`src/rtl/variable_rshift_pipeline_if.sv`:
```
// Operand/result bundle for the three-stage variable right shifter.
// The optional sticky signal exists only when SHIFT_STICKY_EN is defined.
interface variable_rshift_pipeline_if;
   logic       en;           // pipeline advance enable
   logic       in_valid;     // operand fields carry an operation
   logic [7:0] a;            // operand
   logic [2:0] shift_width;  // right-shift amount 0..7
   logic       arith;        // 1 = sign fill, 0 = zero fill
   logic [7:0] shifted_a;    // registered result
   logic       out_valid;    // shifted_a holds a valid result
`ifdef SHIFT_STICKY_EN
   logic       sticky;       // OR of every bit shifted out
`endif

   // Producer side: drives operations, observes results.
   modport master (
      output en, in_valid, a, shift_width, arith,
      input  shifted_a, out_valid
`ifdef SHIFT_STICKY_EN
      , input sticky
`endif
   );

   // Shifter side: consumes operations, drives results.
   modport slave (
      input  en, in_valid, a, shift_width, arith,
      output shifted_a, out_valid
`ifdef SHIFT_STICKY_EN
      , output sticky
`endif
   );
endinterface

```
`src/rtl/variable_rshift_pipeline.sv`:
```
// Three-stage pipelined 8-bit right shifter (logical or arithmetic).
// Stage 1 shifts by 1, stage 2 by 2, stage 3 by 4, each selected by one bit
// of the operation's own shift_width, which travels down the pipe with it.
// Optional feature: define SHIFT_STICKY_EN to add the sticky output, the OR
// of every bit discarded by the operation, aligned with shifted_a.
module variable_rshift_pipeline (
   input logic                          clk_i,
   input logic                          rst_i,
   variable_rshift_pipeline_if.slave    bus
);

   // Everything an operation carries from stage to stage.
   typedef struct packed {
      logic       valid;
      logic       arith;
      logic [2:0] shift_width;
      logic [7:0] data;
`ifdef SHIFT_STICKY_EN
      logic       sticky;
`endif
   } stage_t;

   stage_t s1_d, s1_q;
   stage_t s2_d, s2_q;
   stage_t s3_d, s3_q;

   // Fill bit for each stage. An arithmetic shift never changes bit 7, so the
   // current data's msb is always the operand's original sign bit.
   logic fill_1, fill_2, fill_3;

   assign fill_1 = bus.arith & bus.a[7];
   assign fill_2 = s1_q.arith & s1_q.data[7];
   assign fill_3 = s2_q.arith & s2_q.data[7];

   // Stage 1: conditional shift by 1 on the incoming operand.
   always_comb begin
      s1_d             = '0;
      s1_d.valid       = bus.in_valid;
      s1_d.arith       = bus.arith;
      s1_d.shift_width = bus.shift_width;
      s1_d.data        = bus.shift_width[0] ? {fill_1, bus.a[7:1]} : bus.a;
`ifdef SHIFT_STICKY_EN
      s1_d.sticky      = bus.shift_width[0] & bus.a[0];
`endif
   end

   // Stage 2: conditional shift by 2 using the operation's own bit 1.
   always_comb begin
      s2_d      = s1_q;
      s2_d.data = s1_q.shift_width[1] ? {{2{fill_2}}, s1_q.data[7:2]} : s1_q.data;
`ifdef SHIFT_STICKY_EN
      s2_d.sticky = s1_q.sticky | (s1_q.shift_width[1] & (|s1_q.data[1:0]));
`endif
   end

   // Stage 3: conditional shift by 4 using the operation's own bit 2.
   always_comb begin
      s3_d      = s2_q;
      s3_d.data = s2_q.shift_width[2] ? {{4{fill_3}}, s2_q.data[7:4]} : s2_q.data;
`ifdef SHIFT_STICKY_EN
      s3_d.sticky = s2_q.sticky | (s2_q.shift_width[2] & (|s2_q.data[3:0]));
`endif
   end

   // Pipeline registers: reset dominates, otherwise advance only while en is high.
   // NOTE: every stage (data included) is reset, so a flushed pipe shows 8'h00
   // rather than stale results; non-blocking assignments keep the three stages
   // shifting as one coherent register chain.
   always_ff @(posedge clk_i) begin
      if (rst_i) begin
         s1_q <= '0;
         s2_q <= '0;
         s3_q <= '0;
      end else if (bus.en) begin
         s1_q <= s1_d;
         s2_q <= s2_d;
         s3_q <= s3_d;
      end
   end

   assign bus.shifted_a = s3_q.data;
   assign bus.out_valid = s3_q.valid;
`ifdef SHIFT_STICKY_EN
   assign bus.sticky    = s3_q.sticky;
`endif

endmodule

```
`src/flat_wrapper.sv`:
```
// flat-port wrapper written by rule: the top's interface ports become plain ports
module variable_rshift_pipeline_flat 
  (clk_i, rst_i, bus_en, bus_in_valid, bus_a, bus_shift_width, bus_arith, bus_shifted_a, bus_out_valid);
  variable_rshift_pipeline_if bus_i ();
  input logic clk_i;
  input logic rst_i;
  input wire logic [$bits(bus_i.en)-1:0] bus_en;
  input wire logic [$bits(bus_i.in_valid)-1:0] bus_in_valid;
  input wire logic [$bits(bus_i.a)-1:0] bus_a;
  input wire logic [$bits(bus_i.shift_width)-1:0] bus_shift_width;
  input wire logic [$bits(bus_i.arith)-1:0] bus_arith;
  output wire logic [$bits(bus_i.shifted_a)-1:0] bus_shifted_a;
  output wire logic [$bits(bus_i.out_valid)-1:0] bus_out_valid;
  assign bus_i.en = bus_en;
  assign bus_i.in_valid = bus_in_valid;
  assign bus_i.a = bus_a;
  assign bus_i.shift_width = bus_shift_width;
  assign bus_i.arith = bus_arith;
  assign bus_shifted_a = bus_i.shifted_a;
  assign bus_out_valid = bus_i.out_valid;
  variable_rshift_pipeline u_core (.clk_i(clk_i), .rst_i(rst_i), .bus(bus_i));
endmodule
```
`config.mk`:
```
export PLATFORM = sky130hd
export DESIGN_NAME = variable_rshift_pipeline_flat
export DESIGN_NICKNAME = d
export VERILOG_FILES = /design/src/rtl/variable_rshift_pipeline_if.sv /design/src/rtl/variable_rshift_pipeline.sv /design/src/flat_wrapper.sv
export SDC_FILE = /design/constraint.sdc
export NUM_CORES = 1
export LEC_CHECK = 0
export ABC_AREA = 1
export CAP_MARGIN = 25
export CORE_ASPECT_RATIO = 1.4
export CORE_MARGIN = 5
export CORE_UTILIZATION = 60
export CTS_CLUSTER_SIZE = 24
export DETAILED_ROUTE_END_ITERATION = 10
export DONT_BUFFER_PORTS = 1
export GPL_ROUTABILITY_DRIVEN = 0
export PLACE_DENSITY = 0.76
export RECOVER_POWER = 25
export SLEW_MARGIN = 10
export SYNTH_ARGS = -nofsm -noshare
export SYNTH_HDL_FRONTEND = slang
export SYNTH_SLANG_ARGS = --single-unit
export TNS_END_PERCENT = 10
```
`constraint.sdc`:
```
create_clock -name clk_i -period 1.2 [get_ports clk_i]
set_input_delay 0.24 -clock clk_i [delete_from_list [all_inputs] [get_ports clk_i]]
set_output_delay 0.24 -clock clk_i [all_outputs]
set_load 0.02 [all_outputs]
```
==> results of run 1 <==
layout make-up:
type	instances	area, sq um	share of cell area
Sequential cell	32	640.6	0.4414
Multi-Input combinational cell	154	636.9	0.4388
Inverter	23	88.84	0.06121
Clock buffer	6	41.29	0.02845
Tap cell	23	28.78	0.01983
Timing Repair Buffer	1	10.01	0.006897
Clock inverter	1	5.005	0.003448
registers in the layout (all words and copies together), names as in the netlist:
signal	flops
u_core.s1_q	12
u_core.bus.shifted_a	8
u_core.bus.out_valid	1
u_core.s2_q	11
where the power goes:
group / total, mW / switching [mW] / internal (mW)
sequential: 1.21 / 0.0777 / 1.14
clock: 0.572 / 0.356 / 0.215
combinational: 0.205 / 0.117 / 0.0874
total: 1.99 / 0.551 / 1.44
repair_timing:
| action | 4_1_cts | 5_1_grt |
|---|---|---|
| endpoints found under the setup margin | 0 | 0 |
| hold endpoints to repair | 5 | 0 |
| resized for setup | 0 | 0 |
| hold buffers | 1 | 0 |
per-stage QoR:
step	power (mW)	setup WS [ns]	hold WS (ns)
2_1_floorplan	1.452	0.3728	0.3749
3_3_place_gp	1.428	0.2964	0.3372
3_5_place_dp	1.438	0.2219	0.3388
4_1_cts	2.002	0.1266	0.03216
5_1_grt	2.095	0.05766	0.01929
6_report	1.989	0.1368	0.03255
worst paths after layout:
check	to	slack, ns	depth (start not counted)
max	bus_shifted_a[0]	0.14	0
min	u_core.s1_q[12]$_SDFFE_PP0P_	0.03	2
max reg2reg	u_core.s2_q[6]$_SDFFE_PP0P_	0.21	5
min reg2reg	u_core.bus.shifted_a[3]$_SDFFE_PP0P_	0.48	2
cells by family after synthesis:
group                  synth area share
AND/OR/NAND/NOR                  0.3373
AO/OA/AOI/OAI                   0.09515
flip-flops                       0.4350
buffers and inverters            0.1325
cells in the final DEF (no fill, tap or decap), types with 3 or more instances in the layout:
cell,n
inv_1,19
clkbuf_4,5
inv_2,3
nand2_1,62
dfxtp_1,32
o21ai_0,14
a21oi_1,11
nand3_1,15
o21ai_1,3
nor2_1,47
layer usage:
| metal | vias to the layer above | wire [microns] |
|---|---|---|
| met5 | - | 0 |
| met4 | 0 | 61 |
| met3 | 7 | 167 |
| met2 | 28 | 1456 |
| met1 | 575 | 1178 |
| li1 | 666 | - |
==> flow_summary.json, run 1 <==
{
  "status": "completed",
  "fin_util": 0.6138,
  "dieArea_sq_um": 3559,
  "cp-startpoint": "u_core.bus.shifted_a[0]$_SDFFE_PP0P_",
  "cp.required_ns": 0.96,
  "n_antenna_cell": 0,
  "nets": 233,
  "post_cts_buffers": 0,
  "cap_violations": 0,
  "syn_area_per_cell_sq_um": 6.694,
  "root_buffer": "clkbuf_4",
  "fp.dieW_microns": 51.87,
  "htree_levels": 2,
  "gr-max-usage-layer": "met2",
  "syn-num-nets": 236,
  "drc": 0,
  "synthCells": 220,
  "crit_fanout": 2,
  "grt_max_degree": 52,
  "globalRouteMet3Util": 0.06452,
  "n_fill_cell": 236,
  "grt_pass1_wl_mm": 4.919,
  "wire_per_inst_microns": 11.93,
  "core-area_sq_um": 2365,
  "clk_latency_ns": 0.34,
  "hold_start": "bus_in_valid",
  "vias": 1276,
  "cts_tree": "done",
  "port-buffer-count": 0,
  "hold_viol": 0,
  "dr.first_iter.drc_count": 20,
  "synth_area_sq_um": 1473,
  "clockBufferDepth": 2,
  "yosysMostFrequentCell": "nand2_1",
  "final_cell_area_sq_um": 1451,
  "synth-seq-cells": 32,
  "worstMarginPinSlew_ns": 0.2700,
  "dp.cells": 232,
  "crit_path_end_kind": "primary output",
  "peakVddDrop_mv": 0.9201,
  "cp.arrival_ns": 0.82,
  "synth.largest_area_cell": "dfxtp_1",
  "finalCritPeriodShare": 0.8860,
  "ys.flop_type": "dfxtp_1",
  "start_kind": "register",
  "drtAntennaViolNets": 0,
  "synth_area_leaders": "dfxtp_1 44%, nand2_1 16%, nor2_1 12%",
  "placed_cell_area_sq_um": 1395,
  "drive_gt1_frac": 0.05530,
  "hold_path.class": "in2reg",
  "setup_violations": 0,
  "ys_seq_area_frac": 0.4350,
  "synth_common_cells": "62 x nand2_1, 47 x nor2_1, 32 x dfxtp_1",
  "antenna_found_initial": 0,
  "synth-edff-count": 0,
  "criticalPathCategory": "reg2out",
  "r2r_start": "u_core.s1_q[9]$_SDFFE_PP0P_",
  "skew_ns": 0.007775,
  "layout_min_cycle_time_ns": 1.063,
  "max_freq_mhz": 940.6,
  "fin_tns_setup_ns": 0,
  "dp_hpwl_mm": 1.916,
  "ys_async_sr_fraction": 0,
  "fp.dieH_microns": 68.62,
  "stdcell_count": 240,
  "rsz0062_at_grt": "no",
  "cellLeakagePower_nw": 0.7257,
  "first_global_vias": 1237,
  "clk_pin_slew_ns": 0.10,
  "post_drt_via_cell_ratio": 5.317,
  "io_pins": 25,
  "p_per_area_nw_per_um2": 1371,
  "grt_overflow_total": 0,
  "initial_utilization": 0.6228,
  "grt_use_met2": 0.3255,
  "synth_top_area_frac": 0.4350,
  "slew_headroom": 0.8197,
  "grt_use_total": 0.1910,
  "drv_slew": 0,
  "cts_made_buffers": 5,
  "rows": 21,
  "cts_sinks": 32,
  "syn2layout_area_growth_pct": -1.444,
  "synthDistinctLibCells": 15,
  "routed_wl_mm": 2.864,
  "grt_util_met1": 0.2003,
  "first_pass_iters": 4,
  "yosysWarnings": 0
}
No activity file was read; power rests on OpenSTA's default activity.
==> run 2, diff against run 1 <==
--- a/config.mk
+++ b/config.mk
@@ -14,6 +14,7 @@
 export DETAILED_ROUTE_END_ITERATION = 10
 export DONT_BUFFER_PORTS = 1
 export GPL_ROUTABILITY_DRIVEN = 0
+export GPL_TIMING_DRIVEN = 0
 export PLACE_DENSITY = 0.76
 export RECOVER_POWER = 25
 export SLEW_MARGIN = 10
==> run 2 against run 1 <==
Worst hold slack improved by 0.017 ns. Clock power rose by 12%. Total power increased by 7.1%. First-iteration DRC count grew 80%. Combinational power increased by 38%. Die area is the same. Sequential power barely moved. Clock skew decreased by 0.0029 ns. Final cell count is 4.6% higher. Design area up 7.5%. Utilization rose by 4.6 points. Global-route usage increased by 0.49 points. Critical path type unchanged. Highest routed layer unchanged.
==> flow_summary.json, run 2 (same netlist as run 1, synthesis figures left out) <==
{
  "status": "completed",
  "cts_made_buffers": 5,
  "final_cell_area_sq_um": 1560,
  "rows": 21,
  "cp.required_ns": 0.96,
  "wire_per_inst_microns": 12.07,
  "mostFrequentLayoutCells": "62 x nand2_1, 47 x nor2_1, 32 x dfxtp_1",
  "root_buffer": "clkbuf_4",
  "dp_hpwl_mm": 2.221,
  "crit_path_end_kind": "primary output",
  "cellLeakagePower_nw": 0.7871,
  "hold_viol": 0,
  "hold_path.class": "in2reg",
  "p_total_mw": 2.130,
  "largest_reg_flops": 12,
  "dieArea_sq_um": 3559,
  "cts_tree": "done",
  "ctsResizeCount": 0,
  "finalCritPeriodShare": 0.8592,
  "final_common_cell": "nand2_1",
  "fp.dieH_microns": 68.62,
  "vias": 1321,
  "holdBufCountCts": 0,
  "stdcell_count": 251,
  "crit_fanout": 2,
  "p_per_area_nw_per_um2": 1365,
  "dp.cells": 243,
  "clockPowerShare": 0.300,
  "max_freq_mhz": 969.9,
  "drv_slew": 0,
  "worstMarginPinSlew_ns": 0.3034,
  "swShare": 0.2778,
  "nets": 243,
  "rsz0062_at_grt": "no",
  "start_kind": "register",
  "port-buffer-count": 0,
  "drtAntennaViolNets": 0,
  "core-area_sq_um": 2365,
  "post_drt_via_cell_ratio": 5.263,
  "first_pass_iters": 4,
  "cap_violations": 0,
  "setup_violations": 0,
  "top_register": "u_core.s1_q",
  "peakVddDrop_mv": 0.8289,
  "fp.dieW_microns": 51.87,
  "antenna_found_initial": 0,
  "drive_gt1_frac": 0.1009,
  "sequentialPowerShare": 0.567,
  "first_global_vias": 1282,
  "grt_use_total": 0.1958,
  "initial_utilization": 0.6228,
  "combPwrFrac": 0.133,
  "drc": 0,
  "grt_pass1_wl_mm": 5.112,
  "clk_latency_ns": 0.33,
  "syn2layout_area_growth_pct": 5.948,
  "clk_pin_slew_ns": 0.09,
  "io_pins": 25,
  "p_sw_mw": 0.5918,
  "cts_sinks": 32,
  "layout_min_cycle_time_ns": 1.031,
  "slew_headroom": 0.7974,
  "skew_ns": 0.004837,
  "fin_tns_setup_ns": 0,
  "cp.arrival_ns": 0.79,
  "n_antenna_cell": 0,
  "placed_cell_area_sq_um": 1501,
  "routed_wl_mm": 3.030,
  "grt_max_degree": 11,
  "grt_overflow_total": 0,
  "clockBufferDepth": 2,
  "htree_levels": 2,
  "criticalPathCategory": "reg2out",
  "p_int_mw": 1.539,
  "dr.first_iter.drc_count": 36,
  "post_cts_buffers": 0
}
run 2: cell count changes in the layout (fill, tap and decap cells not counted):
cell and delta:
clkinv_2 -1, clkbuf_1 +1, buf_4 +3, clkbuf_8 +1, dlygate4sd3_1 -1, buf_6 +7, buf_2 +1
run 2: through the flow:
stage          hold WS, ns  setup slack (ns)    util
6_report           0.04908            0.1689  0.6598
3_5_place_dp        0.3857            0.2021  0.6349
2_1_floorplan       0.3749            0.3728       -
4_1_cts            0.03432            0.1473  0.6598
3_3_place_gp        0.3797            0.2320  0.6349
5_1_grt            0.04668            0.1153  0.6598
run 2: final cells by class:
type	count	area [sq um]
sequential	32	640.6
clock buffer	8	58.81
buffer	11	106.4
multi-input combinational	154	636.9
tap	23	28.78
fill	232	804.5
inverter	23	88.84
run 2: worst paths after layout:
kind,start,cells past startpoint,slack (ns),endpoint
max reg2reg,u_core.s2_q[10]$_SDFFE_PP0P_,5,0.19,u_core.bus.shifted_a[5]$_SDFFE_PP0P_
min reg2reg,u_core.s2_q[3]$_SDFFE_PP0P_,2,0.49,u_core.bus.shifted_a[3]$_SDFFE_PP0P_
min,bus_in_valid,2,0.05,u_core.s1_q[12]$_SDFFE_PP0P_
max,u_core.bus.shifted_a[2]$_SDFFE_PP0P_,0,0.17,bus_shifted_a[2]
run 2: worst register-to-register path, cell delays in order (launching register included):
cell,delay (ns)
dfxtp_1,0.50
inv_2,0.14
nand2_1,0.08
nand2_1,0.05
nor2_1,0.09
nor2_1,0.05
run 2: per-layer routing:
| metal | part of all wire | vias up | track usage | wire (microns) |
|---|---|---|---|---|
| met5 | 0 | - | 0 | 0 |
| met4 | 0.033 | 0 | 0.1475 | 99 |
| met3 | 0.058 | 10 | 0.04731 | 176 |
| met2 | 0.52 | 40 | 0.3538 | 1577 |
| met1 | 0.39 | 583 | 0.1893 | 1177 |
| li1 | - | 688 | - | - |
run 2: power by group through the flow:
stage | Clock (mW) | Combinational (mW) | Sequential (mW)
detailed placement | 0 | 0.281 | 1.23
global route | 0.697 | 0.330 | 1.22
floorplan | 0 | 0.233 | 1.22
global placement | 0 | 0.269 | 1.23
CTS | 0.659 | 0.284 | 1.21
finish | 0.639 | 0.283 | 1.21
